**config.mk**
```make
export PLATFORM = sky130hd
export DESIGN_NAME = vec_wb_collector_flat
export DESIGN_NICKNAME = d
export VERILOG_FILES = /design/src/rtl/vec_wb_collector_if.sv /design/src/rtl/vec_wb_collector.sv /design/src/flat_wrapper.sv
export SDC_FILE = /design/constraint.sdc
export NUM_CORES = 1
export LEC_CHECK = 0
export ABC_AREA = 1
export ABC_CLOCK_PERIOD_IN_PS = 6550
export BUFFER_PORTS_ARGS = -buffer_cell sky130_fd_sc_hd__buf_2
export CORE_MARGIN = 3
export CORE_UTILIZATION = 55
export CTS_CLUSTER_DIAMETER = 60
export DETAILED_ROUTE_END_ITERATION = 16
export GPL_TIMING_DRIVEN = 0
export HOLD_SLACK_MARGIN = 0.15
export PLACE_DENSITY_LB_ADDON = 0.08
export RECOVER_POWER = 25
export SLEW_MARGIN = 40
export SYNTH_ARGS = -nofsm -noshare
export SYNTH_HDL_FRONTEND = slang
export SYNTH_SLANG_ARGS = --single-unit
```
**constraint.sdc**
```tcl
create_clock -name clk -period 6.55 [get_ports clk]
set_input_delay 0.9825 -clock clk [delete_from_list [all_inputs] [get_ports clk]]
set_output_delay 0.9825 -clock clk [all_outputs]
set_load 0.01 [all_outputs]
```
**src/rtl/vec_wb_collector_if.sv**
```systemverilog
// Register-file write port driven by vec_wb_collector: indexed element writes with a ready
// handshake. The collector is the master; the register file is the slave.
interface vec_wb_collector_if #(
  parameter int unsigned DATA_WIDTH = 32,
  parameter int unsigned VW         = 6,
  parameter int unsigned REG_BITS   = 5
) ();
  logic                  we_o;
  logic [REG_BITS-1:0]   wreg_o;
  logic [VW-1:0]         widx_o;
  logic [DATA_WIDTH-1:0] wdata_o;
  logic                  wr_ready_i;

  modport master (
    output we_o,
    output wreg_o,
    output widx_o,
    output wdata_o,
    input  wr_ready_i
  );

  modport slave (
    input  we_o,
    input  wreg_o,
    input  widx_o,
    input  wdata_o,
    output wr_ready_i
  );
endinterface

```
**src/rtl/vec_wb_collector.sv**
```systemverilog
// Vector write-back collector: counts masked result elements into a small FIFO feeding one VRF
// write port. Define VWB_MASK_ZERO_EN to write masked-off elements as zero instead of dropping.
module vec_wb_collector #(
  parameter int unsigned DATA_WIDTH = 32,
  parameter int unsigned MVL        = 32,
  parameter int unsigned ID         = 0,
  parameter int unsigned FIFO_DEPTH = 4,
  parameter int unsigned REG_BITS   = 5,
  localparam int unsigned VW        = ((MVL <= 1) ? 1 : $clog2(MVL)) + 1
) (
  input  logic                  clk,
  input  logic                  reset,
  input  logic                  start,
  input  logic [VW-1:0]         vlr_i,
  input  logic [REG_BITS-1:0]   vd_i,
  input  logic [DATA_WIDTH+1:0] result_i,
  vec_wb_collector_if.master    wr,
  output logic                  busy,
  output logic                  done,
  output logic                  overflow,
  output logic [7:0]            id_o
);

  localparam int unsigned AW = $clog2(FIFO_DEPTH);
  localparam int unsigned PW = AW + 1;
  localparam int unsigned EW = VW + DATA_WIDTH;

`ifdef VWB_MASK_ZERO_EN
  localparam bit MaskZeroEn = 1'b1;
`else
  localparam bit MaskZeroEn = 1'b0;
`endif

  typedef enum logic [1:0] {StIdle, StCollect, StDrain} state_e;

  state_e                state_q, state_d;
  logic [VW-1:0]         vlr_q, vlr_d;
  logic [VW-1:0]         rx_cnt_q, rx_cnt_d;
  logic [REG_BITS-1:0]   vd_q, vd_d;
  logic [PW-1:0]         wptr_q, wptr_d;
  logic [PW-1:0]         rptr_q, rptr_d;
  logic                  busy_q, busy_d;
  logic                  done_q, done_d;
  logic                  ovf_q, ovf_d;
  logic [EW-1:0]         mem_q [FIFO_DEPTH];

  logic                  res_valid, res_mask;
  logic [DATA_WIDTH-1:0] res_data, push_data;
  logic                  fifo_empty, fifo_full;
  logic                  elem_in, push_req, push, pop, lost;

  assign res_valid = result_i[DATA_WIDTH+1];
  assign res_mask  = result_i[DATA_WIDTH];
  assign res_data  = result_i[DATA_WIDTH-1:0];
  assign push_data = res_mask ? res_data : '0;

  // Pointers carry one extra wrap bit so full and empty are distinguishable.
  assign fifo_empty = (wptr_q == rptr_q);
  assign fifo_full  = (wptr_q[AW] != rptr_q[AW]) && (wptr_q[AW-1:0] == rptr_q[AW-1:0]);

  assign pop      = !fifo_empty && wr.wr_ready_i;
  assign elem_in  = (state_q == StCollect) && res_valid;
  assign push_req = elem_in && (res_mask || MaskZeroEn);
  // A same-cycle pop frees a slot, so a full FIFO can still accept.
  assign push     = push_req && (!fifo_full || pop);
  assign lost     = push_req && fifo_full && !pop;

  always_comb begin
    state_d  = state_q;
    vlr_d    = vlr_q;
    rx_cnt_d = rx_cnt_q;
    vd_d     = vd_q;
    busy_d   = busy_q;
    done_d   = 1'b0;
    ovf_d    = ovf_q;
    wptr_d   = push ? wptr_q + PW'(1) : wptr_q;
    rptr_d   = pop  ? rptr_q + PW'(1) : rptr_q;

    unique case (state_q)
      StIdle: begin
        if (start) begin
          vlr_d    = vlr_i;
          vd_d     = vd_i;
          rx_cnt_d = '0;
          ovf_d    = 1'b0;
          busy_d   = 1'b1;
          state_d  = (vlr_i == '0) ? StDrain : StCollect;
        end
      end
      StCollect: begin
        if (elem_in) begin
          rx_cnt_d = rx_cnt_q + VW'(1);
          if (rx_cnt_d == vlr_q) state_d = StDrain;
        end
      end
      StDrain: ;
      default: state_d = StIdle;
    endcase

    if (lost) ovf_d = 1'b1;

    // Finish as soon as draining would see an empty FIFO so done lands right after the last pop.
    if (state_d == StDrain && wptr_d == rptr_d) begin
      state_d = StIdle;
      busy_d  = 1'b0;
      done_d  = 1'b1;
    end
  end

  always_ff @(posedge clk) begin
    if (reset) begin
      state_q  <= StIdle;
      vlr_q    <= '0;
      rx_cnt_q <= '0;
      vd_q     <= '0;
      wptr_q   <= '0;
      rptr_q   <= '0;
      busy_q   <= 1'b0;
      done_q   <= 1'b0;
      ovf_q    <= 1'b0;
    end else begin
      state_q  <= state_d;
      vlr_q    <= vlr_d;
      rx_cnt_q <= rx_cnt_d;
      vd_q     <= vd_d;
      wptr_q   <= wptr_d;
      rptr_q   <= rptr_d;
      busy_q   <= busy_d;
      done_q   <= done_d;
      ovf_q    <= ovf_d;
    end
  end

  always_ff @(posedge clk) begin
    if (push) mem_q[wptr_q[AW-1:0]] <= {rx_cnt_q, push_data};
  end

  assign wr.we_o                   = !fifo_empty;
  assign wr.wreg_o                 = vd_q;
  assign {wr.widx_o, wr.wdata_o}   = mem_q[rptr_q[AW-1:0]];

  assign busy     = busy_q;
  assign done     = done_q;
  assign overflow = ovf_q;
  assign id_o     = 8'(ID);

endmodule

```
**src/flat_wrapper.sv**
```systemverilog
// flat-port wrapper written by rule: the top's interface ports become plain ports
module vec_wb_collector_flat 
#(
  parameter int unsigned DATA_WIDTH = 32,
  parameter int unsigned MVL        = 32,
  parameter int unsigned ID         = 0,
  parameter int unsigned FIFO_DEPTH = 4,
  parameter int unsigned REG_BITS   = 5,
  localparam int unsigned VW        = ((MVL <= 1) ? 1 : $clog2(MVL)) + 1
)
  (clk, reset, start, vlr_i, vd_i, result_i, busy, done, overflow, id_o, wr_we_o, wr_wreg_o, wr_widx_o, wr_wdata_o, wr_wr_ready_i);
  vec_wb_collector_if #(.DATA_WIDTH(DATA_WIDTH), .VW((6)), .REG_BITS(REG_BITS)) wr_i ();
  input  logic clk;
  input  logic reset;
  input  logic start;
  input  logic [VW-1:0] vlr_i;
  input  logic [REG_BITS-1:0] vd_i;
  input  logic [DATA_WIDTH+1:0] result_i;
  output logic busy;
  output logic done;
  output logic overflow;
  output logic [7:0] id_o;
  output wire logic [$bits(wr_i.we_o)-1:0] wr_we_o;
  output wire logic [$bits(wr_i.wreg_o)-1:0] wr_wreg_o;
  output wire logic [$bits(wr_i.widx_o)-1:0] wr_widx_o;
  output wire logic [$bits(wr_i.wdata_o)-1:0] wr_wdata_o;
  input wire logic [$bits(wr_i.wr_ready_i)-1:0] wr_wr_ready_i;
  assign wr_we_o = wr_i.we_o;
  assign wr_wreg_o = wr_i.wreg_o;
  assign wr_widx_o = wr_i.widx_o;
  assign wr_wdata_o = wr_i.wdata_o;
  assign wr_i.wr_ready_i = wr_wr_ready_i;
  vec_wb_collector #(.DATA_WIDTH(DATA_WIDTH), .MVL(MVL), .ID(ID), .FIFO_DEPTH(FIFO_DEPTH), .REG_BITS(REG_BITS)) u_core (.clk(clk), .reset(reset), .start(start), .vlr_i(vlr_i), .vd_i(vd_i), .result_i(result_i), .wr(wr_i), .busy(busy), .done(done), .overflow(overflow), .id_o(id_o));
endmodule
```
# [Yosys cells after proc, flatten, opt, wreduce, memory -nomap -nowiden]
# Memory sizes are Yosys's and may differ from the RTL's. A register that Yosys moved wholly into a read port is not among the register bits.
# Cells that the tools add are included.
[word_totals] ff_bits=28 mem_bits_rw=152 in_bits=49 output_inout_bits=55 n_memories=1
[memory_table] memory="u_core.mem_q" words=4 word_bits=38 read_ports=1 rd_clocked_by_memory_dff=1 wr=1 line_no="vec_wb_collector.sv:45" text="logic [EW-1:0] mem_q [FIFO_DEPTH];"
[classes] add_sub_neg=3 n_eq_ne=10 mux=18 n_reduce_logical=21
[ops] op="$mux 32" count=1
[ops] op="$mux 6" count=2
[ops] op="$pmux 6 s2" count=1
[ops] op="$mux 2" count=5
[ops] op="$logic_and 1x1->1" count=8
[ops] op="$add 3x1->3 const B" count=2
[ops] op="$add 6x1->6 const B" count=1
[ops] op="$eq 3x3->1" count=2
[ops] op="$eq 6x6->1" count=1
[ops] op="$logic_not 6->1" count=1
[ops] op="$mux 1" count=6
[ops] op="$mux 3" count=2
[ops] op="$pmux 2 s3" count=1
[ops] op="$reduce_bool 2->1" count=3
[ops] op="$eq 2x2->1 const B" count=2
[ops] op="$reduce_and 2->1" count=2
[ops] op="$logic_not 1->1" count=3
[ops] op="$reduce_and 3->1" count=1
[ops] op="$eq 2x1->1 const B" count=1
[ops] op="$eq 2x2->1" count=1
[ops] op="$logic_not 2->1" count=1
[ops] op="$ne 2x1->1 const B" count=1
[ops] op="$ne 2x2->1 const B" count=1
[ops] op="$reduce_or 2->1" count=1
[ops] op="2 further kinds" count=2

# [Longest topological paths before layout]
# Gate-level depths: netlist (run 1).
[logic_depth] word_depth=9 depth_mapped=15 depth_no_buf=15

# [Worst setup path after synthesis (run 1)]
# OpenSTA, ideal clock, no wires.
[synth_timing] path_kind="input-to-reg" startpoint="in result_i[32]" endpoint="mem u_core.mem_q[3][0] (netlist bit), enable pin" setup_ns=0.433 arrival_ns=3.143 required_ns=6.117 path_slack_ns=2.974 stages=5 path_cell_list="clkbuf_1 > inv_1 > nor2_8 > nand2_8 > nor2_1"
[synth_between] elab_chain_cells=4
[synth_rtl] item="from (decl)" line_no="flat_wrapper.sv:18" text="input logic [DATA_WIDTH+1:0] result_i;"
[synth_rtl] item="$logic_and 1x1->1" line_no="vec_wb_collector.sv:63" text="assign push_req = elem_in && (res_mask || MaskZeroEn);"
[synth_rtl] item="$logic_and 1x1->1" line_no="vec_wb_collector.sv:65" text="assign push = push_req && (!fifo_full || pop);"
[synth_rtl] item="$mux 1" line_no="vec_wb_collector.sv:135" text="if (push) mem_q[wptr_q[AW-1:0]] <= {rx_cnt_q, push_data};"
[synth_rtl] item="$mux 1 (not written as such)" line_no="vec_wb_collector.sv:135"
[synth_rtl] item="to (decl)" line_no="vec_wb_collector.sv:45"
# Every way passes these cells.

==> results.md, run 1 <==
- 1st-iter DRT viols: 536
- Largest net degree at the start of global routing: 17
- Initial antenna violation count: 0
- Int Pwr: 2.06 mW
- Total congestion overflow: 0
- CTS hold repair buffers: 0
- CTS tree: yes
- Ranking of synthesized cells by area: edfxtp_1 (61%), dfxtp_1 (7.5%), o21ai_0 (5.8%), nor2_1 (5.7%), nand2_1 (4.5%)
- Most frequent cells in the layout: edfxtp_1 (152), nor2_1 (111), nand2_1 (92), buf_2 (91), o21ai_0 (87)
- Synth unique cells: 33
- H-tree levels: 4
- Ant. Diodes: 0
- Starting Density: 0.578
- Share of cells above drive strength 1: 0.199
- Post-layout util: 0.692
- Total vias in the final route: 5273
- Commonest non-fill, non-tap cell in the layout: edfxtp_1
- Setup TNS: 0 ns
- Die Span X: 123 um
- Setup violations, final: 0
- Sequential area share after synthesis: 0.686
- Syn_area_per_cell: approximately 11 sq um
- Clk pwr share: 0.356
- Startpoint Class: flop
- CP max FO: 10
- Worst setup path endpoint: wr_widx_o[4]
- DR pass1 iterations: 5
- Clk pin slew, worst setup/hold paths: roughly 0.060 ns
- Worst setup margin: 3.16 ns
- Min Tclk post-route: approximately 3.4 ns
- Dpl ws: between 3 and 4 ns
- Logic pwr share: 0.203
- Psw: 0.826 mW
- Clk_skew: 0.00853 ns
- Worst VDD drop: 0.000252 V
- Fmax: between 0.2 and 0.3 GHz
- Reg2reg end: u_core.mem_q[3][19]$_DFFE_PP_
- Worst skew pair latency: 0.42 ns
- Worst setup EP type: primary output
- Die Y: 123 um
- Site Rows: 41
- Final nets: 856
- RSZ-0062 raised after global routing: no
- Critical Path RT: 5.57 ns
- Routed Antenna Nets: 0
- Die area: 15000 sq um
- Synth Instances: 673
- Root Driver: clkbuf_16
- LEAKAGE: 3.57 nW
- Synth warnings: 0
- Area leader, netlist: edfxtp_1
- Post-synth EDFFs: 152
- Worst reg2reg path depth: 7
- Max clock buf depth: 2
- WL final: 16800 um
- Final Hold Fails: 0
- Actual slew at the worst max-slew pin: 0.613 ns
- Sequential share of power: 0.441
- IO Port Bufs: between 90 and 100
- Layout area overhead: 19.7%
- Post-DP HPWL: approximately 11000 um
- Cells resized by post-CTS repair: 0
- Min-delay worst type: reg -> reg
- CTS sink cnt: 180
- Sw frac: 0.287
- First-pass GRT wire length: 25900 um
- GRT Total Usage: 0.231
- # Max-Cap Violations: 0
- DR DRC count: 0
- WP data arrival: ~2.4 ns
- Postcts setup bufs: 0
- Outcome: finished, final reports clean
- Kind of critical path: reg -> out
- Post-synth top area share: 0.611
- Hold path startpoint: u_core.overflow$_SDFFE_PP0P_
- Worst slew margin: 0.592
- Core outline area: between 10000 and 15000 sq um
- Most used DFF post-synth: edfxtp_1
- Crit path launch: u_core.rptr_q[0]$_SDFF_PP0_
- Vias in the first global route: a little over 5000
- Reg2reg setup slack: 4.05 ns
- Pwr Total: 2.88 mW
- Max Transition Viols Final: 0
- Routability congestion estimate from global placement: approximately 0.8
- Drt wl/cell: between 15 and 20 um
- Cell Pwr Density: between 300 and 400 nW/um^2
- Synth Register Bits: 180
- Area of the mapped netlist: around 7500 sq um
- Drt via density: about 5.3
- Top-level I/O count: 104
- TritonCTS Buffers: 17
- Ys async rst share: 0
- Crit share post-route: 0.518
- Crit Reg-Reg Startpoint: u_core.state_q[0]$_SDFF_PP0_
## cell usage after synthesis, types with 4 or more instances
| cell type | number |
|---|---|
| buf_4 | 8 |
| o21ai_0 | 87 |
| nand3_1 | 16 |
| ha_1 | 6 |
| inv_1 | 49 |
| xor2_1 | 4 |
| nor2_1 | 114 |
| inv_2 | 5 |
| edfxtp_1 | 152 |
| nand2_2 | 5 |
| a21oi_1 | 10 |
| o22ai_1 | 38 |
| xnor2_1 | 6 |
| nand2_1 | 90 |
| dfxtp_1 | 28 |
| clkbuf_1 | 32 |
| nor2_2 | 4 |
## state kept, by name, summed over array words and instances (netlist names)
name,cells
u_core.mem_q,152
u_core.rx_cnt_q,6
u_core.vlr_q,6
u_core.wr.wreg_o,5
u_core.rptr_q,3
u_core.wptr_q,3
u_core.state_q,2
u_core.busy,1
u_core.done,1
u_core.overflow,1
## through the flow
stage | std cells | area, sq um | hold slack [ns]
2_1_floorplan | 680 | 7500 | 0.442
3_3_place_gp | 946 | 8190 | 0.459
3_5_place_dp | 954 | 8390 | 0.474
4_1_cts | 986 | 8990 | 0.484
5_1_grt | 986 | 8950 | 0.504
6_report | 986 | 8950 | 0.477
## power groups by stage
stage / combinational [mW] / sequential (mW) / clock, mW
3_5_place_dp: 0.590 / 1.30 / 0
5_1_grt: 0.651 / 1.27 / 1.08
6_report: 0.587 / 1.27 / 1.03
4_1_cts: 0.594 / 1.27 / 1.04
2_1_floorplan: 0.363 / 1.29 / 0
3_3_place_gp: 0.574 / 1.29 / 0
## final cells by class
type	count	area (sq um)
Buffer	41	191
Clock buffer	17	425
Clock inverter	15	175
Fill cell	1008	3980
Inverter	55	209
Multi-Input combinational cell	404	1970
Sequential cell	180	5120
Tap cell	172	215
Timing Repair Buffer	102	637
## cells by family after synthesis
family	synth area share
other	0.000502
xor gates and xnor gates	0.0117
adders and majority gates	0.0100
AOI/OAI and AO/OA	0.0991
buffers and inverters	0.0536
and+or+nand+nor	0.139
DFF	0.686
## per-layer routing
layer / track usage / routed length, um / up-vias
met3: 0.0502 / 952 / 20
met1: 0.292 / 6950 / 2513
li1: - / - / 2554
met4: 0.0875 / 291 / 0
met5: 0 / 0 / -
met2: 0.392 / 8590 / 186
## how the worst min path moves through the flow
| stage | cells past startpoint | endpoint |
|---|---|---|
| detailed placement | 2 | u_core.wr.wreg_o[0]$_SDFFE_PP0P_ |
| floorplan | 2 | u_core.vlr_q[3]$_SDFFE_PP0P_ |
| finish | 2 | u_core.overflow$_SDFFE_PP0P_ |
| global route | 2 | u_core.vlr_q[4]$_SDFFE_PP0P_ |
| global placement | 2 | u_core.wr.wreg_o[3]$_SDFFE_PP0P_ |
| CTS | 2 | u_core.overflow$_SDFFE_PP0P_ |
## critical path, cell delays in order, from the launching register on
cell	delay (ns)
dfxtp_1	0.35
buf_6	0.16
clkbuf_1	0.36
clkbuf_1	0.47
o21ai_0	0.21
o22ai_1	0.24
buf_2	0.18
No activity file was read; power rests on OpenSTA's default activity.
==> run 2: changes to the inputs <==
--- a/config.mk
+++ b/config.mk
@@ -6,10 +6,10 @@
 export NUM_CORES = 1
 export LEC_CHECK = 0
 export ABC_AREA = 1
-export ABC_CLOCK_PERIOD_IN_PS = 6550
+export ABC_CLOCK_PERIOD_IN_PS = 3100
 export BUFFER_PORTS_ARGS = -buffer_cell sky130_fd_sc_hd__buf_2
 export CORE_MARGIN = 3
-export CORE_UTILIZATION = 55
+export CORE_UTILIZATION = 52
 export CTS_CLUSTER_DIAMETER = 60
 export DETAILED_ROUTE_END_ITERATION = 16
 export GPL_TIMING_DRIVEN = 0
==> constraint.sdc (replaced) <==
create_clock -name clk -period 3.1 [get_ports clk]
set_input_delay 0.465 -clock clk [delete_from_list [all_inputs] [get_ports clk]]
set_output_delay 0.465 -clock clk [all_outputs]
set_load 0.01 [all_outputs]
==> run 2 against run 1 <==
  * Utilization decreased by 4.8 points
  * Global-route usage decreased by 1.6 points
  * Final cell count increased by 0.81%
  * Wire length decreased by 0.24%
  * First-iteration DRC count decreased by 20%
  * Critical path type unchanged
==> results.md, run 2 (synthesized netlist as in run 1, its figures left out) <==
- Routability congestion estimate from global placement: 0.812 (+1.2%)
- Most frequent cells in the layout: edfxtp_1 (152), nor2_1 (110), nand2_1 (90), buf_2 (89), o21ai_0 (87)
- CTS tree: yes
- Layout area overhead: 20.5%
- Commonest non-fill, non-tap cell in the layout: edfxtp_1
- TritonCTS Buffers: 17 (unchanged)
- Slowest cell on the critical path: clkbuf_1
- Ant. Diodes: 0 (unchanged)
- Clk_skew: 0.00689 ns (-0.00164 ns)
- Max incr delay on CP: 0.49 ns (+0.02 ns)
- Fmax: 0.348 GHz
- Worst skew pair latency: 0.43 ns (about the same)
- Final cell count without fillers: 994 (+0.81%)
- Clk pin slew, worst setup/hold paths: 0.06 ns (about the same)
- Root Driver: clkbuf_16
- Cells resized by post-CTS repair: 0 (unchanged)
- DR pass1 iterations: 5 (unchanged)
- DR DRC count: 0 (unchanged)
- Vias in the first global route: 5241 (+1.8%)
- Cell Pwr Density: 669 nW/um^2 (+110%)
- Critical Path RT: 2.63 ns (-2.94 ns)
- Top-level I/O count: 104 (unchanged)
- CTS sink cnt: 180 (unchanged)
- Total congestion overflow: 0 (unchanged)
- Largest net degree at the start of global routing: 18 (+1)
- 1st-iter DRT viols: 428 (-20%)
- Crit path launch: u_core.rptr_q[0]$_SDFF_PP0_
- Post-DP HPWL: 10700 um (-0.67%)
- Crit share post-route: 0.927
- Min Tclk post-route: approximately 2.9 ns
- Setup violations, final: 0 (unchanged)
- LEAKAGE: 3.59 nW (+0.67%)
- Min-delay worst type: in -> reg
- Final Hold Fails: 0 (unchanged)
- Share of cells above drive strength 1: 0.203 (+0.00369)
- CP max FO: 10 (unchanged)
- Max Transition Viols Final: 0 (unchanged)
- Postcts setup bufs: 0 (unchanged)
- Core outline area: 14000 sq um (+8.2%)
- GRT Total Usage: 0.215 (-0.0160)
- Site Rows: 43 (+4.9%)
- Final nets: 856 (unchanged)
- Worst setup EP type: primary output
- Drt via density: 5.28 (-1.3%)
- Max reg flops: 152 (unchanged)
- Pwr Total: 6.03 mW (+110%)
- # Max-Cap Violations: 0 (unchanged)
- Cell mode on critical path: clkbuf_1
- Kind of critical path: reg -> out
- Outcome: finished, final reports clean
- Hold path startpoint: vd_i[2]
- Die Span X: 126 um (+2.7%)
- WP data arrival: 2.41 ns (about the same)
- IO Port Bufs: 94 (unchanged)
- Placed inst area: 8430 sq um (+0.57%)
- H-tree levels: 4 (unchanged)
- Die Y: 126 um (+2.7%)
- Starting Density: 0.534 (-0.0439)
- Worst slew margin: 0.558 (-0.0340)
- Routed Antenna Nets: 0 (unchanged)
- Post-layout util: 0.644 (-0.0482)
- Total vias in the final route: 5245 (-0.53%)
- WL final: 16700 um (-0.24%)
- Design Area, Final: 9010 sq um (+0.67%)
- CTS hold repair buffers: 0 (unchanged)
- Placed instance count: 962 (+0.84%)
- Critical Path, Cell by Cell: buf_6 > inv_4 > clkbuf_1 > clkbuf_1 > nor2_1 > o22ai_1 > buf_2
- Die area: 15800 sq um (+5.5%)
- Startpoint Class: flop
- Actual slew at the worst max-slew pin: 0.663 ns (+0.0510 ns)
- RSZ-0062 raised after global routing: no
- Worst VDD drop: 0.000415 V (+65%)
- Crit Reg-Reg Startpoint: u_core.rptr_q[0]$_SDFF_PP0_
- Initial antenna violation count: 0 (unchanged)
- Max clock buf depth: 2 (unchanged)
- First-pass GRT wire length: 26500 um (+2.2%)
- Drt wl/cell: 16.8 um (-1.0%)
[run 2: cell types whose count changed in the layout (fill, tap and decap cells not counted), sizes merged]
cell,change
clkinv,+3
clkinvlp,-2
buf,-2
clkbuf,+2
bufinv,-1
[run 2: area by class of cell]
cell class              count  area [sq um]
clock buffers              17           425
fillers                  1120          4980
well taps                 180           225
repair buffers            102           672
plain buffers              41           191
multi-input cells         404          2010
inverters                  55           209
flip-flops and latches    180          5120
clock inverters            15           155
[run 2: routing by layer]
metal	wire length, um	up-vias	track usage
met3	827	25	0.0450
met5	0	-	0
li1	-	2557	-
met1	7370	2510	0.283
met4	258	0	0.0896
met2	8280	153	0.351
[run 2: path summary, 6_finish.rpt]
kind	endpoint	cells past startpoint	slack, ns
setup / recovery	wr_wdata_o[3]	7	0.23
setup reg to reg	u_core.mem_q[0][24]$_DFFE_PP_	10	0.98
hold / removal	u_core.wr.wreg_o[2]$_SDFFE_PP0P_	3	0.29
hold reg to reg	u_core.overflow$_SDFFE_PP0P_	2	0.48
[run 2: stage by stage]
step | TNS (ns) | hold slack (ns) | setup slack (ns)
finish | 0 | 0.288 | 0.226
global route | 0 | 0.279 | 0.0134
CTS | 0 | 0.272 | 0.198
detailed placement | 0 | 0.473 | 0.567
global placement | -251.85 | 0.460 | -1.74
floorplan | 0 | 0.442 | 0.0412
[run 2: critical path: cells and delay by family, from the launching register on]
family	cells	cell delay [ns]
flops	1	0.32
buf+inv	5	1.27
simple gates	1	0.10
compound gates	1	0.28
[run 2: report_power, final]
part	switching, mW	internal [mW]	total (mW)
registers	0.0264	2.66	2.68
logic	0.826	0.421	1.25
clock network	0.905	1.19	2.10
